`src/rtl/spi_flash_pkg.sv`:
```
// Shared constants for the SPI flash-emulation command decoder:
// serial-flash opcodes, FSM state encodings and default identity bytes.
package spi_flash_pkg;

  // Serial-flash opcodes understood by the decoder
  localparam logic [7:0] OP_READ      = 8'h03;
  localparam logic [7:0] OP_FAST_READ = 8'h0B;
  localparam logic [7:0] OP_RDSR      = 8'h05;
  localparam logic [7:0] OP_RDID      = 8'h9F;

  // Identity and status defaults
  localparam logic [23:0] DEFAULT_JEDEC_ID   = 24'hEF4018;
  localparam logic [7:0]  DEFAULT_STATUS_VAL = 8'h00;

  // Byte driven on MISO when there is nothing meaningful to send
  localparam logic [7:0] FILL_BYTE = 8'hFF;

  // FSM state encodings
  localparam logic [2:0] ST_IDLE   = 3'd0;
  localparam logic [2:0] ST_ADDR   = 3'd1;
  localparam logic [2:0] ST_DUMMY  = 3'd2;
  localparam logic [2:0] ST_DATA   = 3'd3;
  localparam logic [2:0] ST_STATUS = 3'd4;
  localparam logic [2:0] ST_ID     = 3'd5;
  localparam logic [2:0] ST_IGNORE = 3'd6;

  // RDID response byte for a given index: JEDEC bytes MSB first, then fill
  function automatic logic [7:0] id_byte(input logic [23:0] id, input logic [1:0] idx);
    case (idx)
      2'd0:    id_byte = id[23:16];
      2'd1:    id_byte = id[15:8];
      2'd2:    id_byte = id[7:0];
      default: id_byte = FILL_BYTE;
    endcase
  endfunction

endpackage

```
`src/rtl/spi_flash_cmd_if.sv`:
```
// Bundle between the command decoder, the SPI device byte ports and the
// backing-memory read port. The decoder uses the master view; the SPI
// device plus memory (or a testbench) use the slave view.
interface spi_flash_cmd_if #(
  parameter int ADDR_BITS = 24
) ();

  // SPI device side
  logic                 spi_cs;
  logic                 spi_rx_cmd;
  logic                 spi_rx_strobe;
  logic [7:0]           spi_rx_data;
  logic [7:0]           spi_tx_data;
  logic                 spi_tx_strobe;

  // Backing-memory read port
  logic                 rd_req;
  logic [ADDR_BITS-1:0] rd_addr;
  logic                 rd_valid;
  logic [7:0]           rd_data;

  // Command log
  logic [7:0]           cmd_opcode;
  logic                 cmd_valid;

  modport master (
    input  spi_cs, spi_rx_cmd, spi_rx_strobe, spi_rx_data, rd_valid, rd_data,
    output spi_tx_data, spi_tx_strobe, rd_req, rd_addr, cmd_opcode, cmd_valid
  );

  modport slave (
    output spi_cs, spi_rx_cmd, spi_rx_strobe, spi_rx_data, rd_valid, rd_data,
    input  spi_tx_data, spi_tx_strobe, rd_req, rd_addr, cmd_opcode, cmd_valid
  );

endinterface

```
`src/rtl/spi_flash_cmd.sv`:
```
// Flash-emulation command decoder. Decodes READ, RDSR and RDID opcodes
// arriving from the SPI device shift register, fetches image bytes from
// the backing memory and returns response bytes to the SPI transmit port.
// Optional feature macro: SPI_FAST_READ_EN adds FAST_READ (0x0B) with one
// dummy byte; without it 0x0B is treated as an unknown opcode.
module spi_flash_cmd
  import spi_flash_pkg::*;
#(
  parameter int          ADDR_BITS  = 24,
  parameter logic [23:0] JEDEC_ID   = DEFAULT_JEDEC_ID,
  parameter logic [7:0]  STATUS_VAL = DEFAULT_STATUS_VAL
) (
  input  logic            clk,
  input  logic            reset,
  spi_flash_cmd_if.master bus
);

  logic [2:0] state;
  logic [1:0] addr_cnt;   // address byte index, 0..2
  logic [1:0] id_idx;     // next RDID byte index, saturates at 3 (fill)
  logic       rd_pend;    // a memory read is outstanding
`ifdef SPI_FAST_READ_EN
  logic       fast_rd;    // current read command needs a dummy byte
`endif

  logic opc_strobe;
  logic dat_strobe;

  assign opc_strobe = bus.spi_rx_strobe &  bus.spi_rx_cmd;
  assign dat_strobe = bus.spi_rx_strobe & ~bus.spi_rx_cmd;

  // Command FSM, address counter, read tracking and registered responses
  always_ff @(posedge clk) begin
    // NOTE: non-blocking assignments so every register samples pre-edge values and later assignments in this block win.
    if (reset) begin
      state             <= ST_IDLE;
      addr_cnt          <= 2'd0;
      id_idx            <= 2'd0;
      rd_pend           <= 1'b0;
`ifdef SPI_FAST_READ_EN
      fast_rd           <= 1'b0;
`endif
      bus.spi_tx_data   <= FILL_BYTE;
      bus.spi_tx_strobe <= 1'b0;
      bus.rd_req        <= 1'b0;
      bus.rd_addr       <= '0;
      bus.cmd_opcode    <= 8'h00;
      bus.cmd_valid     <= 1'b0;
    end else begin
      bus.spi_tx_strobe <= 1'b0;
      bus.rd_req        <= 1'b0;
      bus.cmd_valid     <= 1'b0;

      if (bus.spi_cs) begin
        // Deselect abandons everything, including a read still in flight
        state   <= ST_IDLE;
        rd_pend <= 1'b0;
      end else begin
        // NOTE: rd_valid is only honoured while a read is tracked, so a late reply to an abandoned read is silently dropped.
        if (rd_pend && bus.rd_valid && !opc_strobe) begin
          bus.spi_tx_strobe <= 1'b1;
          bus.spi_tx_data   <= bus.rd_data;
          rd_pend           <= 1'b0;
        end

        if (opc_strobe) begin
          bus.cmd_opcode <= bus.spi_rx_data;
          rd_pend        <= 1'b0;
          addr_cnt       <= 2'd0;
          id_idx         <= 2'd0;
          case (bus.spi_rx_data)
            OP_READ: begin
              state       <= ST_ADDR;
              bus.rd_addr <= '0;
`ifdef SPI_FAST_READ_EN
              fast_rd     <= 1'b0;
`endif
            end
`ifdef SPI_FAST_READ_EN
            OP_FAST_READ: begin
              state       <= ST_ADDR;
              bus.rd_addr <= '0;
              fast_rd     <= 1'b1;
            end
`endif
            OP_RDSR: begin
              state             <= ST_STATUS;
              bus.spi_tx_data   <= STATUS_VAL;
              bus.spi_tx_strobe <= 1'b1;
              bus.cmd_valid     <= 1'b1;
            end
            OP_RDID: begin
              state             <= ST_ID;
              bus.spi_tx_data   <= id_byte(JEDEC_ID, 2'd0);
              bus.spi_tx_strobe <= 1'b1;
              bus.cmd_valid     <= 1'b1;
              id_idx            <= 2'd1;
            end
            default: begin
              state             <= ST_IGNORE;
              bus.spi_tx_data   <= FILL_BYTE;
              bus.spi_tx_strobe <= 1'b1;
              bus.cmd_valid     <= 1'b1;
            end
          endcase
        end else if (dat_strobe) begin
          case (state)
            ST_ADDR: begin
              bus.rd_addr <= ADDR_BITS'({bus.rd_addr, bus.spi_rx_data});
              addr_cnt    <= addr_cnt + 2'd1;
              if (addr_cnt == 2'd2) begin
                bus.cmd_valid <= 1'b1;
`ifdef SPI_FAST_READ_EN
                if (fast_rd) begin
                  state <= ST_DUMMY;
                end else begin
                  state      <= ST_DATA;
                  bus.rd_req <= 1'b1;
                  rd_pend    <= 1'b1;
                end
`else
                state      <= ST_DATA;
                bus.rd_req <= 1'b1;
                rd_pend    <= 1'b1;
`endif
              end
            end
`ifdef SPI_FAST_READ_EN
            ST_DUMMY: begin
              state      <= ST_DATA;
              bus.rd_req <= 1'b1;
              rd_pend    <= 1'b1;
            end
`endif
            ST_DATA: begin
              // Only one read in flight; one completing this cycle frees the slot
              if (!rd_pend || bus.rd_valid) begin
                bus.rd_addr <= bus.rd_addr + ADDR_BITS'(1);
                bus.rd_req  <= 1'b1;
                rd_pend     <= 1'b1;
              end
            end
            ST_STATUS: begin
              bus.spi_tx_data   <= STATUS_VAL;
              bus.spi_tx_strobe <= 1'b1;
            end
            ST_ID: begin
              bus.spi_tx_data   <= id_byte(JEDEC_ID, id_idx);
              bus.spi_tx_strobe <= 1'b1;
              if (id_idx != 2'd3) begin
                id_idx <= id_idx + 2'd1;
              end
            end
            default: ;
          endcase
        end
      end
    end
  end

endmodule

```
`src/flat_wrapper.sv`:
```
// flat-port wrapper written by rule: the top's interface ports become plain ports
module spi_flash_cmd_flat import spi_flash_pkg::*;
#(
  parameter int          ADDR_BITS  = 24,
  parameter logic [23:0] JEDEC_ID   = DEFAULT_JEDEC_ID,
  parameter logic [7:0]  STATUS_VAL = DEFAULT_STATUS_VAL
)
  (clk, reset, bus_spi_cs, bus_spi_rx_cmd, bus_spi_rx_strobe, bus_spi_rx_data, bus_rd_valid, bus_rd_data, bus_spi_tx_data, bus_spi_tx_strobe, bus_rd_req, bus_rd_addr, bus_cmd_opcode, bus_cmd_valid);
  spi_flash_cmd_if #(.ADDR_BITS(ADDR_BITS)) bus_i ();
  input  logic clk;
  input  logic reset;
  input wire logic [$bits(bus_i.spi_cs)-1:0] bus_spi_cs;
  input wire logic [$bits(bus_i.spi_rx_cmd)-1:0] bus_spi_rx_cmd;
  input wire logic [$bits(bus_i.spi_rx_strobe)-1:0] bus_spi_rx_strobe;
  input wire logic [$bits(bus_i.spi_rx_data)-1:0] bus_spi_rx_data;
  input wire logic [$bits(bus_i.rd_valid)-1:0] bus_rd_valid;
  input wire logic [$bits(bus_i.rd_data)-1:0] bus_rd_data;
  output wire logic [$bits(bus_i.spi_tx_data)-1:0] bus_spi_tx_data;
  output wire logic [$bits(bus_i.spi_tx_strobe)-1:0] bus_spi_tx_strobe;
  output wire logic [$bits(bus_i.rd_req)-1:0] bus_rd_req;
  output wire logic [$bits(bus_i.rd_addr)-1:0] bus_rd_addr;
  output wire logic [$bits(bus_i.cmd_opcode)-1:0] bus_cmd_opcode;
  output wire logic [$bits(bus_i.cmd_valid)-1:0] bus_cmd_valid;
  assign bus_i.spi_cs = bus_spi_cs;
  assign bus_i.spi_rx_cmd = bus_spi_rx_cmd;
  assign bus_i.spi_rx_strobe = bus_spi_rx_strobe;
  assign bus_i.spi_rx_data = bus_spi_rx_data;
  assign bus_i.rd_valid = bus_rd_valid;
  assign bus_i.rd_data = bus_rd_data;
  assign bus_spi_tx_data = bus_i.spi_tx_data;
  assign bus_spi_tx_strobe = bus_i.spi_tx_strobe;
  assign bus_rd_req = bus_i.rd_req;
  assign bus_rd_addr = bus_i.rd_addr;
  assign bus_cmd_opcode = bus_i.cmd_opcode;
  assign bus_cmd_valid = bus_i.cmd_valid;
  spi_flash_cmd #(.ADDR_BITS(ADDR_BITS), .JEDEC_ID(JEDEC_ID), .STATUS_VAL(STATUS_VAL)) u_core (.clk(clk), .reset(reset), .bus(bus_i));
endmodule
```
`config.mk`:
```
export PLATFORM = sky130hd
export DESIGN_NAME = spi_flash_cmd_flat
export DESIGN_NICKNAME = d
export VERILOG_FILES = /design/src/rtl/spi_flash_pkg.sv /design/src/rtl/spi_flash_cmd_if.sv /design/src/rtl/spi_flash_cmd.sv /design/src/flat_wrapper.sv
export SDC_FILE = /design/constraint.sdc
export NUM_CORES = 1
export LEC_CHECK = 0
export CORE_MARGIN = 10
export CORE_UTILIZATION = 55
export CTS_CLUSTER_DIAMETER = 100
export DETAILED_ROUTE_END_ITERATION = 10
export GPL_ROUTABILITY_DRIVEN = 0
export GPL_TIMING_DRIVEN = 1
export PLACE_DENSITY = 0.9
export REMOVE_ABC_BUFFERS = 1
export SETUP_SLACK_MARGIN = 0.3
export SLEW_MARGIN = 10
export SYNTH_ARGS = -nofsm -noshare
export SYNTH_HDL_FRONTEND = slang
export SYNTH_SLANG_ARGS = --single-unit
```
`constraint.sdc`:
```
create_clock -name clk -period 3 [get_ports clk]
set_input_delay 0.6 -clock clk [delete_from_list [all_inputs] [get_ports clk]]
set_output_delay 0.6 -clock clk [all_outputs]
set_load 0.01 [all_outputs]
```
==> out/metrics.yaml, run 1 <==
status:
  status: "finished, final reports clean"
clock_network:
  cts-buffers-inserted: 5
  clock_latency_ps: 310
  cts_setup_buffers: 0
  cts_tree: "done"
  clock_sinks: 51
  cts_resized: 0
  clock-root-buffer: "clkbuf_8"
  cts_hold_buf: 0
  cts_max_level: 2
  clkTransAtPathRegs_ps: 90
  cts_buffer_depth: 2
floorplan:
  io_pins: 65
  rows: 26
  placeableCoreArea_sq_um: 5172
  dieArea_sq_um: 8769
  die-width_um: 93.65
  die_y_um: 93.65
  start_util_pct: 57.67
routing:
  drtPass1Iterations: 8
  vias: 3262
  routed_via_density: 6.485
  drt.antenna.violating_nets: 0
  avgRoutedWirePerCell_um: 18.31
  drt_iter0_drc: 334
  drc: 0
  wl_um: 9210
setup_path:
  cp_top_family: "simple AND/OR/NAND/NOR gates"
  cp_max_fo: 12
  r2r_cells: 5
  path_cells: "clkdlybuf4s50_1, nand2_1, and3_1, mux2_2, a211oi_1, o31ai_1"
  worstSetupStartpointType: "input port"
  required_ps: 3190
  cp_slowest_cell: "clkdlybuf4s50_1"
  r2r-end: "u_core.bus.rd_addr[23]"
  worstSetupPathType: "input port to flip-flop"
  setup.worst_path.end_class: "flip-flop"
  max_stage_delay_ps: 600
  ff2ff_setup_slack_ps: 800
  worst_r2r_startpoint: "u_core.state[0]"
  crit_buf_inv: 1
  worstPathArrival_ps: 2660
cells_and_area:
  antenna_cells: 0
  multi_input_area_sq_um: 1823
  ff_latch_area_sq_um: 1021
  area_growth_pct: 26.64
  n_fill_cell: 393
  layout-drive-gt1-share_pct: 8.083
  nets: 461
hold_path:
  whs_path_depth: 2
  min_path_type: "flip-flop to flip-flop"
  worstHoldStart: "u_core.bus.cmd_opcode[7]"
  hold_end: "u_core.bus.cmd_opcode[7]"
sta:
  clock.fmax_mhz: 404.6
  fin_ws_ps: 528.7
  maxSlewHeadroom_pct: 44.24
  tightestPinTransition_ps: 834.4
  fin_crit_ps: 2471
  fin_skew_ps: 7.355
  finalCritPeriodShare_pct: 82.38
  rsz0062_at_grt: "no"
  fin_tns_setup_ps: 0
  hold_viol: 0
  setup_viol: 0
  slew_viol_final: 0
  fin_hold_ws_ps: 500.0
synth:
  syn-cell-area_sq_um: 2983
  synth-seq-cells: 51
  synthDistinctLibCells: 56
  synthCells: 375
  syn_area_per_cell_sq_um: 7.954
  async_flop_share_pct: 0
  yosysSeqAreaShare_pct: 34.23
  synth_warnings: 0
  ys.flop_type: "dfxtp_1"
  synth_edf_count: 0
placement:
  io_buffers: 64
  dpl.hpwl_um: 6721
  dp_slack_ps: 237.5
global_route:
  track_usage_pct: 20.48
  grt_pass1_vias: 3108
  grt_pass1_wl_um: 15150
  antenna_found_initial: 0
  grt_start_max_net_pins: 26
  grt-ovfl-total: 0
power_and_ir_drop:
  ir_worst_vdd_mv: 0.2758
  powerDensity_nw_per_um2: 330.6
  p_leak_nw: 1.299
run:
  maxCapViolCount: 0
==> synth_stat cells, types with 2 or more instances <==
library cell | count | area (sq um)
clkbuf_1 | 22 | 82.58
nor4_1 | 4 | 25.02
dfxtp_1 | 51 | 1021
nor2_1 | 30 | 112.6
nand2b_1 | 3 | 18.77
buf_2 | 3 | 15.01
a211oi_1 | 6 | 45.04
nor4bb_1 | 3 | 30.03
or4_1 | 4 | 30.03
o31a_1 | 3 | 26.28
nor4_2 | 2 | 25.02
and4_1 | 2 | 17.52
nand2_1 | 22 | 82.58
or3_1 | 4 | 25.02
and3_1 | 4 | 25.02
o32ai_1 | 2 | 17.52
o31ai_1 | 6 | 45.04
nor4b_1 | 2 | 17.52
nor3_1 | 11 | 55.05
mux2i_1 | 11 | 110.1
nand4_1 | 7 | 43.79
o22ai_1 | 2 | 12.51
and4bb_2 | 2 | 25.02
a21oi_1 | 42 | 210.2
a31oi_1 | 8 | 50.05
mux2_2 | 8 | 90.09
nand3_1 | 14 | 70.07
or2_2 | 2 | 12.51
nor2b_1 | 6 | 37.54
o211ai_1 | 4 | 30.03
o21ai_0 | 37 | 185.2
inv_1 | 11 | 41.29
ha_1 | 7 | 87.58
nor3b_1 | 5 | 37.54
a22oi_1 | 4 | 30.03
==> layer usage <==
| metal | routed length [um] | global-route usage [%] | up-vias |
|---|---|---|---|
| met2 | 4395 | 33.70 | 167 |
| met1 | 3805 | 26.14 | 1557 |
| li1 | - | - | 1523 |
| met5 | 0 | 0 | - |
| met4 | 149 | 5.570 | 0 |
| met3 | 859 | 4.796 | 15 |
==> logic make-up (layout without fill, tap and decap cells) <==
| family | count (synthesis) | after routing | share of synthesized area [%] |
|---|---|---|---|
| buffers and inverters | 36 | 94 | 4.656 |
| and+or+nand+nor | 135 | 135 | 25.76 |
| DFF | 51 | 51 | 34.23 |
| muxes | 19 | 19 | 6.712 |
| adders and majority gates | 7 | 7 | 2.936 |
| xor gates and xnor gates | 1 | 1 | 0.2937 |
| AOI/OAI and AO/OA | 126 | 126 | 25.42 |
==> area by class of cell <==
| type | instances | share of cell area [%] |
|---|---|---|
| Multi-Input combinational cell | 288 | 48.26 |
| Timing Repair Buffer | 75 | 19.15 |
| Sequential cell | 51 | 27.03 |
| Tap cell | 70 | 2.319 |
| Inverter | 11 | 1.093 |
| Clock buffer | 7 | 2.021 |
| Clock inverter | 1 | 0.1325 |
==> how the worst max path moves through the flow <==
stage               slack [ps]  depth (start not counted)               start                        end
detailed placement         240                          7  bus_spi_rx_data[3]      u_core.bus.rd_addr[4]
global placement           300                          6      bus_spi_rx_cmd  u_core.bus.spi_tx_data[6]
global route               370                          7  bus_spi_rx_data[3]     u_core.bus.rd_addr[11]
floorplan                  840                          5        bus_rd_valid     u_core.bus.rd_addr[18]
finish                     530                          6      bus_spi_rx_cmd  u_core.bus.spi_tx_data[6]
CTS                        550                          6      bus_spi_rx_cmd  u_core.bus.spi_tx_data[6]
==> report_power, final <==
group / total (mW) / leakage, nW / internal (mW) / switching [mW]
clock network: 0.392 / 0.0422 / 0.164 / 0.228
logic: 0.155 / 0.843 / 0.0797 / 0.0753
registers: 0.701 / 0.414 / 0.690 / 0.0117
==> tightest hold or removal path: cells and delay by family (launching register included) <==
kind	cells	cell delay (ps)
simple gates	1	70
flops	1	330
mux	1	70
==> stage by stage <==
stage	power, mW	util [%]	instance area (sq um)	instances
after floorplan	0.7775	-	2885	350
after global placement	0.8639	71.46	3696	495
after detailed placement	0.8693	71.46	3696	495
after CTS	1.245	73.03	3777	503
after global routing	1.280	73.03	3777	503
final	1.249	73.03	3777	503
==> registers in the layout, indices dropped and copies added (netlist names) <==
signal / cells
u_core.bus.spi_tx_data: 8
u_core.bus.rd_addr: 24
u_core.rd_pend: 1
u_core.addr_cnt: 2
u_core.id_idx: 2
u_core.bus.spi_tx_strobe: 1
u_core.bus.cmd_opcode: 8
u_core.state: 3
u_core.bus.cmd_valid: 1
u_core.bus.rd_req: 1
==> cell usage in the layout (no fill, tap or decap), drive strengths merged, types with 7 or more instances in the layout <==
cell type / n
buf: 11
mux2i: 11
clkbuf: 7
inv: 11
o21ai: 38
nand2: 22
nand4: 8
dfxtp: 51
ha: 7
nor3: 11
nand3: 14
a21oi: 42
a31oi: 8
clkdlybuf4s50: 64
nor2: 30
mux2: 8
Note: power is estimated with default switching activity, not from simulation.
==> run 2: changes to the inputs <==
--- a/config.mk
+++ b/config.mk
@@ -6,12 +6,12 @@
 export NUM_CORES = 1
 export LEC_CHECK = 0
 export CORE_MARGIN = 10
-export CORE_UTILIZATION = 55
+export CORE_UTILIZATION = 51
 export CTS_CLUSTER_DIAMETER = 100
 export DETAILED_ROUTE_END_ITERATION = 10
 export GPL_ROUTABILITY_DRIVEN = 0
 export GPL_TIMING_DRIVEN = 1
-export PLACE_DENSITY = 0.9
+export PLACE_DENSITY = 0.84
 export REMOVE_ABC_BUFFERS = 1
 export SETUP_SLACK_MARGIN = 0.3
 export SLEW_MARGIN = 10
==> constraint.sdc (replaced) <==
create_clock -name clk -period 2.3 [get_ports clk]
set_input_delay 0.46 -clock clk [delete_from_list [all_inputs] [get_ports clk]]
set_output_delay 0.46 -clock clk [all_outputs]
set_load 0.01 [all_outputs]
==> run 2 against run 1 <==
  * First-iteration DRC count is 37% higher
  * Utilization hardly changed
  * Sequential power is 31% higher
  * Critical path depth is 1 lower
  * Non-clock buffer count is 32 higher
  * Design area is 7.7% higher
  * Final cell count is 6.6% higher
  * Largest cell class unchanged
  * Clock power is 40% higher
  * Via count is 3.7% higher
  * Global-route usage is 0.091 points lower
  * Wire length is 5.8% higher
==> out/metrics.yaml, run 2 (same netlist as run 1, synthesis figures left out) <==
floorplan:
  rows: 27  # +3.8%
  die-width_um: 96.48  # +3.0%
  start_util_pct: 53.51  # -4.2 points
  io_pins: 65  # unchanged
  placeableCoreArea_sq_um: 5574  # +7.8%
  die_y_um: 96.48  # +3.0%
  dieArea_sq_um: 9307  # +6.1%
clock_network:
  cts-buffers-inserted: 5  # unchanged
  clock_sinks: 51  # unchanged
  clock_latency_ps: 310  # about the same
  cts_tree: "done"
  cts_max_level: 2  # unchanged
  clock-root-buffer: "clkbuf_8"
  cts_buffer_depth: 2  # unchanged
  clkTransAtPathRegs_ps: 90  # about the same
sta:
  finalCritPeriodShare_pct: 87.82
  rsz0062_at_grt: "yes"
  clock.fmax_mhz: 495.1
  fin_skew_ps: 3.483  # -3.872 ps
  tightestPinTransition_ps: 605.1  # -229.3 ps
  fin_crit_ps: 2020
  maxSlewHeadroom_pct: 59.32  # +15 points
  slew_viol_final: 0  # unchanged
  hold_viol: 0  # unchanged
  fin_hold_ws_ps: 496.0  # -3.987 ps
  setup_viol: 0  # unchanged
cells_and_area:
  top_regs: "u_core.bus.rd_addr x24, u_core.bus.cmd_opcode x8, u_core.bus.spi_tx_data x8"
  final_common_cell: "clkdlybuf4s50_1"
  area_growth_pct: 36.41
  antenna_cells: 0  # unchanged
  nets: 493  # +6.9%
  layout-drive-gt1-share_pct: 16.38  # +8.3 points
  final_cell_mix: "62 x clkdlybuf4s50_1, 49 x dfxtp_1, 41 x a21oi_1, 40 x buf_4, 34 x o21ai_0"
  final_util_pct: 73.00  # about the same
  regMostFlops: "u_core.bus.rd_addr"
  largest_register_ff_count: 24  # unchanged
global_route:
  grt_util_met1_pct: 26.22  # +0.085 points
  antenna_found_initial: 0  # unchanged
  track_usage_pct: 20.39  # -0.091 points
  grt_start_max_net_pins: 28  # +7.7%
  grt_use_met3_pct: 5.860  # +1.1 points
  grt-ovfl-total: 0  # unchanged
  top_usage_layer: "met2"
  grt_pass1_wl_um: 15280  # +0.86%
  grt_pass1_vias: 3099  # -0.29%
  use_met2_pct: 31.79  # -1.9 points
routing:
  drtPass1Iterations: 5  # -3
  drt_iter0_drc: 459  # +37%
  wl_um: 9746  # +5.8%
  avgRoutedWirePerCell_um: 18.18  # -0.70%
  routed_via_density: 6.313  # -2.6%
  drc: 0  # unchanged
  drt.antenna.violating_nets: 0  # unchanged
  vias: 3384  # +3.7%
power_and_ir_drop:
  p_total_mw: 1.693  # +36%
  p_leak_nw: 1.489  # +15%
  powerDensity_nw_per_um2: 416.1  # +26%
  ir_worst_vdd_mv: 0.2829  # +2.6%
setup_path:
  worst_r2r_startpoint: "u_core.bus.rd_addr[5]"
  r2r_cells: 5  # unchanged
  required_ps: 2500  # -690 ps
  worstSetupStartpointType: "flip-flop"
  r2r-end: "u_core.bus.rd_addr[21]"
  ff2ff_setup_slack_ps: 280  # -520 ps
  worstPathArrival_ps: 2220  # -440 ps
  setup.worst_path.end_class: "flip-flop"
  worstSetupPathType: "flip-flop to flip-flop"
  cp_max_fo: 9  # -3
hold_path:
  worstHoldStart: "u_core.bus.rd_addr[0]"
  whs_path_depth: 2  # unchanged
  hold_end: "u_core.bus.rd_addr[0]"
  min_path_type: "flip-flop to flip-flop"
status:
  status: "finished, final reports clean"
placement:
  io_buffers: 64  # unchanged
  dpl.hpwl_um: 6982  # +3.9%
run:
  maxCapViolCount: 0  # unchanged
run 2: changes by cell type in the layout (fill, tap and decap cells not counted), moves of 2 or more:
| cell | before | now |
|---|---|---|
| dlymetal6s2s_1 | 0 | 2 |
| buf_4 | 11 | 40 |
| nand2_2 | 0 | 3 |
| dfxtp_1 | 51 | 49 |
| clkdlybuf4s50_1 | 64 | 62 |
| nand2_1 | 22 | 19 |
| o21ai_1 | 0 | 3 |
| dfxtp_2 | 0 | 2 |
| clkbuf_1 | 2 | 0 |
| o21ai_0 | 37 | 34 |
run 2: cell type report:
class | instances | area, sq um
well taps | 72 | 90.09
repair buffers | 107 | 982.2
multi-input cells | 288 | 1844
fillers | 439 | 1505
clock inverters | 1 | 5.005
flip-flops and latches | 51 | 1023
clock buffers | 6 | 82.58
inverters | 11 | 41.29
run 2: per-layer routing:
layer	up-vias	wire, um
met2	178	4589
met3	30	878
met5	-	0
li1	1581	-
met1	1595	4074
met4	0	204
run 2: through the flow:
stage / area (sq um) / TNS [ps] / setup slack [ps] / cells
after global routing: 4069 / 0 / 227.4 / 536
after floorplan: 2885 / 0 / 281.5 / 350
after detailed placement: 3936 / -105.2 / -39.59 / 527
final: 4069 / 0 / 280.1 / 536
after CTS: 4028 / 0 / 307.2 / 534
after global placement: 3936 / 0 / 3.330 / 527
run 2: worst max path at each step:
stage,from,end,slack (ps)
after global placement,bus_spi_rx_data[2],u_core.bus.rd_addr[9],3
after CTS,u_core.bus.rd_addr[1],u_core.bus.rd_addr[12],310
final,u_core.bus.rd_addr[5],u_core.bus.rd_addr[21],280
after detailed placement,bus_spi_rx_data[2],u_core.bus.rd_addr[9],-40
after global routing,u_core.bus.rd_addr[1],u_core.bus.rd_addr[12],230
after floorplan,bus_rd_valid,u_core.bus.rd_addr[18],280
run 2: critical path: stages (launching register included):
cell and delay (ps):
dfxtp_1 560, nand4_1 270, nor4_1 600, a41oi_1 190, o21ai_0 180, o21ai_0 110
run 2: report_power, final:
group,internal [mW],total (mW),leakage [nW],switching (mW)
combinational,0.124,0.228,1.03,0.104
clock,0.237,0.550,0.0470,0.313
sequential,0.900,0.915,0.415,0.0158
total,1.26,1.69,1.49,0.432
run 2: timing repair:
| action | CTS | global route |
|---|---|---|
| hold buffers | 0 | 0 |
| gates cloned | 0 | 1 |
| buffers inserted | 0 | 1 |
| setup endpoints to repair | 1 | 28 |
| pin swaps | 0 | 2 |
| resized for setup | 1 | 13 |
